File: src/rtl/lifo_stack_pkg.sv
// -----------------------------------------------------------------------------
// stack_pkg
// Shared types and helpers for the LIFO stack.
//   stack_op_t   : operation decoded from the {push, pop} request pair
//   decode_op()  : maps push/pop request bits onto stack_op_t
//   STACK_DATA_W : default entry width (matches the data memory width)
//   STACK_DEPTH  : default number of entries
// -----------------------------------------------------------------------------
package stack_pkg;

    localparam int STACK_DATA_W = 8;
    localparam int STACK_DEPTH  = 16;

    // Encoding mirrors {push, pop} so the decode is a straight mapping.
    typedef enum logic [1:0] {
        OP_NONE    = 2'b00,
        OP_POP     = 2'b01,
        OP_PUSH    = 2'b10,
        OP_REPLACE = 2'b11
    } stack_op_t;

    function automatic stack_op_t decode_op(input logic push, input logic pop);
        stack_op_t op;
        case ({push, pop})
            2'b10:   op = OP_PUSH;
            2'b01:   op = OP_POP;
            2'b11:   op = OP_REPLACE;
            default: op = OP_NONE;
        endcase
        return op;
    endfunction

endpackage

File: src/rtl/lifo_stack_if.sv
// -----------------------------------------------------------------------------
// lifo_stack_if
// Request/status bundle between the CPU (master) and the stack (slave).
//   push, pop, din, clr_err             : requests from the master
//   dout, count, empty, full,
//   overflow, underflow                 : status returned by the stack
// Clock and reset are not part of the bundle; they stay plain ports.
// -----------------------------------------------------------------------------
interface lifo_stack_if #(
    parameter int DATA_W = 8,
    parameter int DEPTH  = 16
);
    localparam int CNT_W = $clog2(DEPTH + 1);

    logic              push;
    logic              pop;
    logic              clr_err;
    logic [DATA_W-1:0] din;
    logic [DATA_W-1:0] dout;
    logic [CNT_W-1:0]  count;
    logic              empty;
    logic              full;
    logic              overflow;
    logic              underflow;

    modport master (
        output push, pop, clr_err, din,
        input  dout, count, empty, full, overflow, underflow
    );

    modport slave (
        input  push, pop, clr_err, din,
        output dout, count, empty, full, overflow, underflow
    );

endinterface

File: src/rtl/lifo_stack_ram.sv
// -----------------------------------------------------------------------------
// stack_ram
// DEPTH x DATA_W storage for the stack: one synchronous write port and one
// asynchronous read port.
//   clk     : write clock, rising edge
//   we_i    : write enable
//   waddr_i : write index
//   wdata_i : write data
//   raddr_i : read index (combinational read)
//   rdata_o : read data
// -----------------------------------------------------------------------------
module stack_ram #(
    parameter int DATA_W = 8,
    parameter int DEPTH  = 16,
    parameter int AW     = $clog2(DEPTH)
) (
    input  logic              clk,
    input  logic              we_i,
    input  logic [AW-1:0]     waddr_i,
    input  logic [DATA_W-1:0] wdata_i,
    input  logic [AW-1:0]     raddr_i,
    output logic [DATA_W-1:0] rdata_o
);

    logic [DATA_W-1:0] mem_q [DEPTH];

    // NOTE: storage has no reset; validity is tracked by the count register,
    // so clearing it would only cost a reset network on every bit.
    always_ff @(posedge clk) begin
        if (we_i) begin
            mem_q[waddr_i] <= wdata_i;
        end
    end

    assign rdata_o = mem_q[raddr_i];

endmodule

File: src/rtl/lifo_stack.sv
// -----------------------------------------------------------------------------
// lifo_stack
// Parametrised LIFO stack for return addresses and operands.
//   clk : system clock, rising edge
//   rst : asynchronous, active-low reset
//   bus : lifo_stack_if slave port
//         push/pop/din select NONE, PUSH, POP or REPLACE (push and pop together)
//         dout  = top entry, 0 when empty (combinational)
//         count/empty/full all derive from one count register
//         overflow/underflow are sticky, cleared by clr_err (a new error wins)
// -----------------------------------------------------------------------------
module lifo_stack
    import stack_pkg::*;
#(
    parameter int DATA_W = STACK_DATA_W,
    parameter int DEPTH  = STACK_DEPTH
) (
    input  logic         clk,
    input  logic         rst,
    lifo_stack_if.slave  bus
);

    localparam int CNT_W = $clog2(DEPTH + 1);
    localparam int AW    = $clog2(DEPTH);

    logic [CNT_W-1:0]  count_q, count_d;
    logic              ovf_q, ovf_d;
    logic              udf_q, udf_d;

    stack_op_t         op;
    logic              is_empty, is_full;
    logic [CNT_W-1:0]  top_idx;
    logic              ram_we;
    logic [AW-1:0]     ram_waddr;
    logic [DATA_W-1:0] ram_rdata;
    logic              ovf_set, udf_set;

    assign op       = decode_op(bus.push, bus.pop);
    assign is_empty = (count_q == '0);
    assign is_full  = (count_q == CNT_W'(DEPTH));
    // Wraps to all-ones when empty; only consumed when the stack is non-empty.
    assign top_idx  = count_q - CNT_W'(1);

    // NOTE: every signal gets a default before the case so no path leaves it
    // unassigned, which would otherwise infer a latch.
    always_comb begin
        count_d   = count_q;
        ram_we    = 1'b0;
        ram_waddr = AW'(count_q);
        ovf_set   = 1'b0;
        udf_set   = 1'b0;

        case (op)
            OP_PUSH: begin
                if (is_full) begin
                    ovf_set = 1'b1;
                end else begin
                    ram_we  = 1'b1;
                    count_d = count_q + CNT_W'(1);
                end
            end
            OP_POP: begin
                if (is_empty) begin
                    udf_set = 1'b1;
                end else begin
                    count_d = top_idx;
                end
            end
            OP_REPLACE: begin
                ram_we = 1'b1;
                if (is_empty) begin
                    // Nothing to replace: behave as a push into slot 0 and flag it.
                    udf_set = 1'b1;
                    count_d = CNT_W'(1);
                end else begin
                    // Overwrite the top in place; legal even when full.
                    ram_waddr = AW'(top_idx);
                end
            end
            default: ;
        endcase

        // Set has priority over clear so an error in the clearing cycle is kept.
        ovf_d = ovf_set | (ovf_q & ~bus.clr_err);
        udf_d = udf_set | (udf_q & ~bus.clr_err);
    end

    // NOTE: state registers use non-blocking assignments so every flop samples
    // the pre-edge values regardless of statement order.
    always_ff @(posedge clk or negedge rst) begin
        if (!rst) begin
            count_q <= '0;
            ovf_q   <= 1'b0;
            udf_q   <= 1'b0;
        end else begin
            count_q <= count_d;
            ovf_q   <= ovf_d;
            udf_q   <= udf_d;
        end
    end

    stack_ram #(
        .DATA_W (DATA_W),
        .DEPTH  (DEPTH),
        .AW     (AW)
    ) u_ram (
        .clk     (clk),
        .we_i    (ram_we),
        .waddr_i (ram_waddr),
        .wdata_i (bus.din),
        .raddr_i (AW'(top_idx)),
        .rdata_o (ram_rdata)
    );

    assign bus.dout      = is_empty ? '0 : ram_rdata;
    assign bus.count     = count_q;
    assign bus.empty     = is_empty;
    assign bus.full      = is_full;
    assign bus.overflow  = ovf_q;
    assign bus.underflow = udf_q;

endmodule

File: src/flat_wrapper.sv
// flat-port wrapper written by rule: the top's interface ports become plain ports
module lifo_stack_flat import stack_pkg::*;
#(
    parameter int DATA_W = STACK_DATA_W,
    parameter int DEPTH  = STACK_DEPTH
)
  (clk, rst, bus_push, bus_pop, bus_clr_err, bus_din, bus_dout, bus_count, bus_empty, bus_full, bus_overflow, bus_underflow);
  lifo_stack_if #(.DATA_W(DATA_W), .DEPTH(DEPTH)) bus_i ();
  input  logic clk;
  input  logic rst;
  input wire logic [$bits(bus_i.push)-1:0] bus_push;
  input wire logic [$bits(bus_i.pop)-1:0] bus_pop;
  input wire logic [$bits(bus_i.clr_err)-1:0] bus_clr_err;
  input wire logic [$bits(bus_i.din)-1:0] bus_din;
  output wire logic [$bits(bus_i.dout)-1:0] bus_dout;
  output wire logic [$bits(bus_i.count)-1:0] bus_count;
  output wire logic [$bits(bus_i.empty)-1:0] bus_empty;
  output wire logic [$bits(bus_i.full)-1:0] bus_full;
  output wire logic [$bits(bus_i.overflow)-1:0] bus_overflow;
  output wire logic [$bits(bus_i.underflow)-1:0] bus_underflow;
  assign bus_i.push = bus_push;
  assign bus_i.pop = bus_pop;
  assign bus_i.clr_err = bus_clr_err;
  assign bus_i.din = bus_din;
  assign bus_dout = bus_i.dout;
  assign bus_count = bus_i.count;
  assign bus_empty = bus_i.empty;
  assign bus_full = bus_i.full;
  assign bus_overflow = bus_i.overflow;
  assign bus_underflow = bus_i.underflow;
  lifo_stack #(.DATA_W(DATA_W), .DEPTH(DEPTH)) u_core (.clk(clk), .rst(rst), .bus(bus_i));
endmodule
File: config.mk
export PLATFORM = sky130hd
export DESIGN_NAME = lifo_stack_flat
export DESIGN_NICKNAME = d
export VERILOG_FILES = /design/src/rtl/lifo_stack_pkg.sv /design/src/rtl/lifo_stack_if.sv /design/src/rtl/lifo_stack_ram.sv /design/src/rtl/lifo_stack.sv /design/src/flat_wrapper.sv
export SDC_FILE = /design/constraint.sdc
export NUM_CORES = 1
export LEC_CHECK = 0
export CAP_MARGIN = 20
export CORE_UTILIZATION = 59
export CTS_BUF_LIST = sky130_fd_sc_hd__clkbuf_4 sky130_fd_sc_hd__clkbuf_8 sky130_fd_sc_hd__clkbuf_16
export DETAILED_ROUTE_END_ITERATION = 10
export GPL_TIMING_DRIVEN = 1
export PLACE_DENSITY = 0.86
export SETUP_SLACK_MARGIN = 0.02
export SLEW_MARGIN = 40
export SYNTH_ARGS = -nofsm -noshare
export SYNTH_HDL_FRONTEND = slang
export SYNTH_SLANG_ARGS = --single-unit
File: constraint.sdc
create_clock -name clk -period 3.9 [get_ports clk]
set_input_delay 0.975 -clock clk [delete_from_list [all_inputs] [get_ports clk]]
set_output_delay 0.975 -clock clk [all_outputs]
set_load 0.1 [all_outputs]
=== Yosys cells after proc, flatten, opt, wreduce, memory -nomap -nowiden ===
Memories as Yosys holds them, arrays and structs flattened.
Cells that the tools add are included.
Widths: inputs -> output; s select.

* Memories kept: 1
* Register bits: 7
* Memory bits (writable): 128

* Bitwise operators: 5
* Mux-type cells: 16
* Add/sub/neg operators: 2
* Reductions and logical operators: 4
* Eq/ne operators: 10

{| class="wikitable"
|+ Memory list
! name !! depth !! width !! rd ports !! clocked after memory_dff !! write ports !! line !! text
|-
| u_core.u_ram.mem_q || 16 || 8 || 1 || 0 || 1 || lifo_stack_ram.sv:25 || <nowiki>logic [DATA_W-1:0] mem_q [DEPTH];</nowiki>
|}

{| class="wikitable"
|+ Operators with widths
! cell !! count
|-
| $mux 5 || 3
|-
| $pmux 5 s3 || 1
|-
| $eq 2x2->1 const B || 4
|-
| $mux 4 || 2
|-
| $mux 8 || 1
|-
| $mux 1 || 7
|-
| $pmux 2 s3 || 1
|-
| $add 5x1->5 const B || 1
|-
| $eq 5x5->1 const B || 1
|-
| $logic_not 5->1 || 1
|-
| $sub 5x1->5 const B || 1
|-
| $eq 2x1->1 const B || 2
|-
| $ne 2x2->1 const B || 2
|-
| $reduce_and 4->1 || 1
|-
| $reduce_bool 3->1 || 1
|-
| $and 1x1->1 || 2
|-
| $ne 2x1->1 const B || 1
|-
| $or 1x1->1 || 2
|-
| $pmux 1 s2 || 1
|-
| $reduce_or 2->1 || 1
|-
| $not 1->1 || 1
|}

=== Logic depth before layout (Yosys ltp) ===
* Word-level depth: 6
* Gate-level depth with buffers: 10
* Depth with buffers taken out: 7

=== Modules after synthesis ===
A second synthesis with hierarchy kept.

* Cells, all modules: 313
* Area total of the unflattened synthesis: 5745.5 µm²

{| class="wikitable"
|+ By module, submodules not included
! module !! cells each !! seq. area each (µm²) !! times used !! area each (µm²)
|-
| stack_ram || 221 || 3843.7 || 1 || 4987.3
|-
| lifo_stack || 92 || 175.2 || 1 || 758.2
|}

=== Least setup slack after synthesis ===
Ideal clock, no wire load.

* Path type: register to output
* Start point: reg u_core.count_q[0], in the netlist u_core.bus.count[0]
* End point: out bus_full
* Arrival time: 4610 ps
* Cell stages (with the launch flop): 6
* Buffers on the path: 2
* Slack: -1685 ps
* Cells stage by stage: dfrtp_1 -> buf_6 -> buf_2 -> inv_1 -> ha_1 -> nor4bb_1

* Longest elaborated chain between the ends: 1

{| class="wikitable"
|+ RTL lines
! item !! line !! text
|-
| start, declared || lifo_stack.sv:26 || <nowiki>logic [CNT_W-1:0] count_q, count_d;</nowiki>
|-
| start signal, assigned || lifo_stack.sv:96 || <nowiki>count_q <= count_d;</nowiki>
|-
| $eq 5x5->1 || lifo_stack.sv:40 || <nowiki>assign is_full = (count_q == CNT_W'(DEPTH));</nowiki>
|-
| end, declared || flat_wrapper.sv:18 || <nowiki>output wire logic [$bits(bus_i.full)-1:0] bus_full;</nowiki>
|}

Every way passes these cells.

=== Worst setup path in the final report ===
* Start point: reg u_core.count_q[0], in the netlist u_core.bus.count[0]
* End point: out bus_dout[1]

* Longest elaborated chain between the ends: 3

{| class="wikitable"
|+ RTL lines
! item !! line !! text
|-
| $sub 5x1->5 || lifo_stack.sv:42 || <nowiki>assign top_idx = count_q - CNT_W'(1);</nowiki>
|-
| $mem_v2 16x8 || -- ||
|-
| $mux 8 * || lifo_stack.sv:115 || <nowiki>assign bus.dout = is_empty ? '0 : ram_rdata;</nowiki>
|-
| end, declared || flat_wrapper.sv:15 || <nowiki>output wire logic [$bits(bus_i.dout)-1:0] bus_dout;</nowiki>
|}

Mark *: on every way between the ends. The rest lies on a longest branch, timed or not.

==> run metrics <==
status finished, final reports clean; WL per Instance approximately 25 um; drt total wl ~13,000 um; ratio of cells with drive above 1 in the final layout 34.7%; dominant cell type by area after synthesis edfxtp_1; unrepaired setup endpoints after global routing no; core box area between 9000 and 10,000 sq um; post-synthesis instance total about 330; syn nets 347; Min Hold Slack 0.542 ns; Starting Density between 60% and 70%; Cells after DPL 495; Area growth, synth to finish 24.3%; CP Capture Type primary output; grt total ovfl 0; Layout Skew between 0.007 and 0.008 ns; initial antenna violation count 0; root buffer cell clkbuf_8; Initial DRT Pass Iterations 5; Tcrit/Tclk final 97.5%; largest net degree at the start of global routing 24; Ports 30; initial drt markers between 300 and 400; Max-Cap Viols 0; actual slew at the worst max-slew pin between 0.8 and 0.9 ns; row count 35; Filler Cell Count 522; GRT Total Usage 28.7%; non-filler cells in the finished layout 530; Final Slew Violations 0; Mapped Area around 5800 sq um; register area share after synthesis between 60 and 70%; number of vias per cell 6.59; I/O Buffers 29; WS Path Type reg2out; prevailing post-synth register cell edfxtp_1; drc violations 0; Vias ~3,500; setup_tns 0 ns; Hold Fails Final Rpt 0; Required @ worst endpoint roughly 2.9 ns; Synth area leaders edfxtp_1 66%, mux4_2 12%, mux2i_1 3.8%, dfrtp_1 3.0%, nor3_1 1.0%; post-synthesis cell type count 50; setup violators final 0; first-pass GRT wire length 20,000 um; Die Ht 101 um; number of diodes 0; Rel. slew slack between 40% and 50%; vias in the first global route about 3,400; commonest cells after routing, fill and taps aside 128 x edfxtp_1, 36 x buf_4, 32 x mux4_2; # hold bufs at CTS 0; commonest non-fill, non-tap cell in the layout edfxtp_1; clock latency on the worst-skew pair 0.52 ns; CTS tree yes; share of async-settable or async-resettable flops after synthesis approximately 5.2%; DRT antenna net count 0; fin crit period between 3 and 4 ns; Synth Register Bits around 140; Worst-path clk slew about 0.06 ns; clk sinks 135; Critical Path Start Type flop; cts bufs inserted 17; Synth top area share approximately 66%; CTS Buffer Depth 2; Chip Width 101 um; RD Place Congestion roughly 0.93; Final HPWL DP a little over 8000 um; H-tree Lvls 4; Arr. time, crit path 2.83 ns; Hold/Removal Path Class reg2reg; Worst Path Max Fanout 11; Max Fclk 263 MHz; Syn. warnings 0; number of synthesized flops with an enable pin about 130; final net count roughly 410; Syn Area/Cell 17.5 sq um; die area between 10,000 and 15,000 sq um
==> through the flow <==
stage / setup slack [ns] / area [sq um] / utilization [%]
3_5_place_dp: 0.519 / 6570 / 70.1
3_3_place_gp: 0.436 / 6580 / 70.2
4_1_cts: 0.0623 / 7170 / 76.5
6_report: 0.0985 / 7210 / 76.9
2_1_floorplan: 0.0551 / 5940 / -
5_1_grt: 0.0127 / 7210 / 76.9
==> state kept, by name (all words and copies together), names as in the netlist <==
name,cells
u_core.bus.overflow,1
u_core.u_ram.mem_q,128
u_core.bus.underflow,1
u_core.bus.count,5
==> worst max-delay path: stages, from the launching register on <==
cell,delay (ns)
dfrtp_4,0.54
inv_1,0.24
ha_1,0.22
buf_4,0.14
or4b_1,0.63
nand2_2,0.24
o22ai_4,0.11
buf_12,0.18
==> per-layer routing <==
layer,global-route usage [%],wire length (um)
met5,0,0
met4,11.5,412
met3,7.80,1110
met2,47.0,6940
met1,37.1,4950
==> Yosys cell counts, types with 3 or more instances <==
| master | number |
|---|---|
| inv_1 | 7 |
| mux2i_1 | 22 |
| a31oi_1 | 3 |
| nor3_1 | 12 |
| dfrtp_1 | 7 |
| a21oi_1 | 3 |
| ha_1 | 3 |
| nor2_1 | 14 |
| nand2_1 | 10 |
| nor3b_1 | 4 |
| clkbuf_1 | 14 |
| nor2b_1 | 3 |
| o22ai_1 | 8 |
| mux4_2 | 32 |
| edfxtp_1 | 128 |
| o21ai_0 | 11 |
| a22oi_1 | 3 |
| buf_2 | 8 |
==> layout make-up <==
class | count | area (sq um) | area share, %
clock buffer | 18 | 422 | 5.85
multi-input combinational | 165 | 1820 | 25.2
sequential | 135 | 4020 | 55.8
clock inverter | 13 | 146 | 2.03
timing repair buffer | 62 | 608 | 8.43
inverter | 8 | 31.3 | 0.434
tap | 129 | 161 | 2.24
==> cells by family after synthesis <==
logic type                 share of synthesized area, %
adders and majority gates                         0.647
and+or+nand+nor                                    5.24
AOI/OAI and AO/OA                                  5.13
xor gates and xnor gates                          0.733
DFF                                                69.3
buffers and inverters                              2.31
muxes                                              16.7
==> worst paths after layout <==
check                                                start                                   to  slack (ns)  depth (start not counted)
setup / recovery           u_core.bus.count[0]$_DFFE_PN0P_                          bus_dout[1]         0.1                          7
hold / removal               u_core.bus.overflow$_DFF_PN0_        u_core.bus.overflow$_DFF_PN0_        0.54                          2
setup reg to reg           u_core.bus.count[0]$_DFFE_PN0P_  u_core.u_ram.mem_q[12][4]$_DFFE_PP_        0.54                          9
hold reg to reg              u_core.bus.overflow$_DFF_PN0_        u_core.bus.overflow$_DFF_PN0_        0.54                          2
max in group asynchronous                              rst      u_core.bus.count[0]$_DFFE_PN0P_        2.81                          1
min in group asynchronous                              rst      u_core.bus.count[0]$_DFFE_PN0P_        0.76                          1
==> timing repair <==
item,4_1_cts,5_1_grt
endpoints found under the hold margin,0,0
pin swaps,0,0
gates resized for setup,11,2
setup endpoints to repair,8,8
buffers inserted,0,4
Power is left out: the tool's default activity adds up to more than one toggle a clock period on the data nets, which glitch-free logic cannot reach.
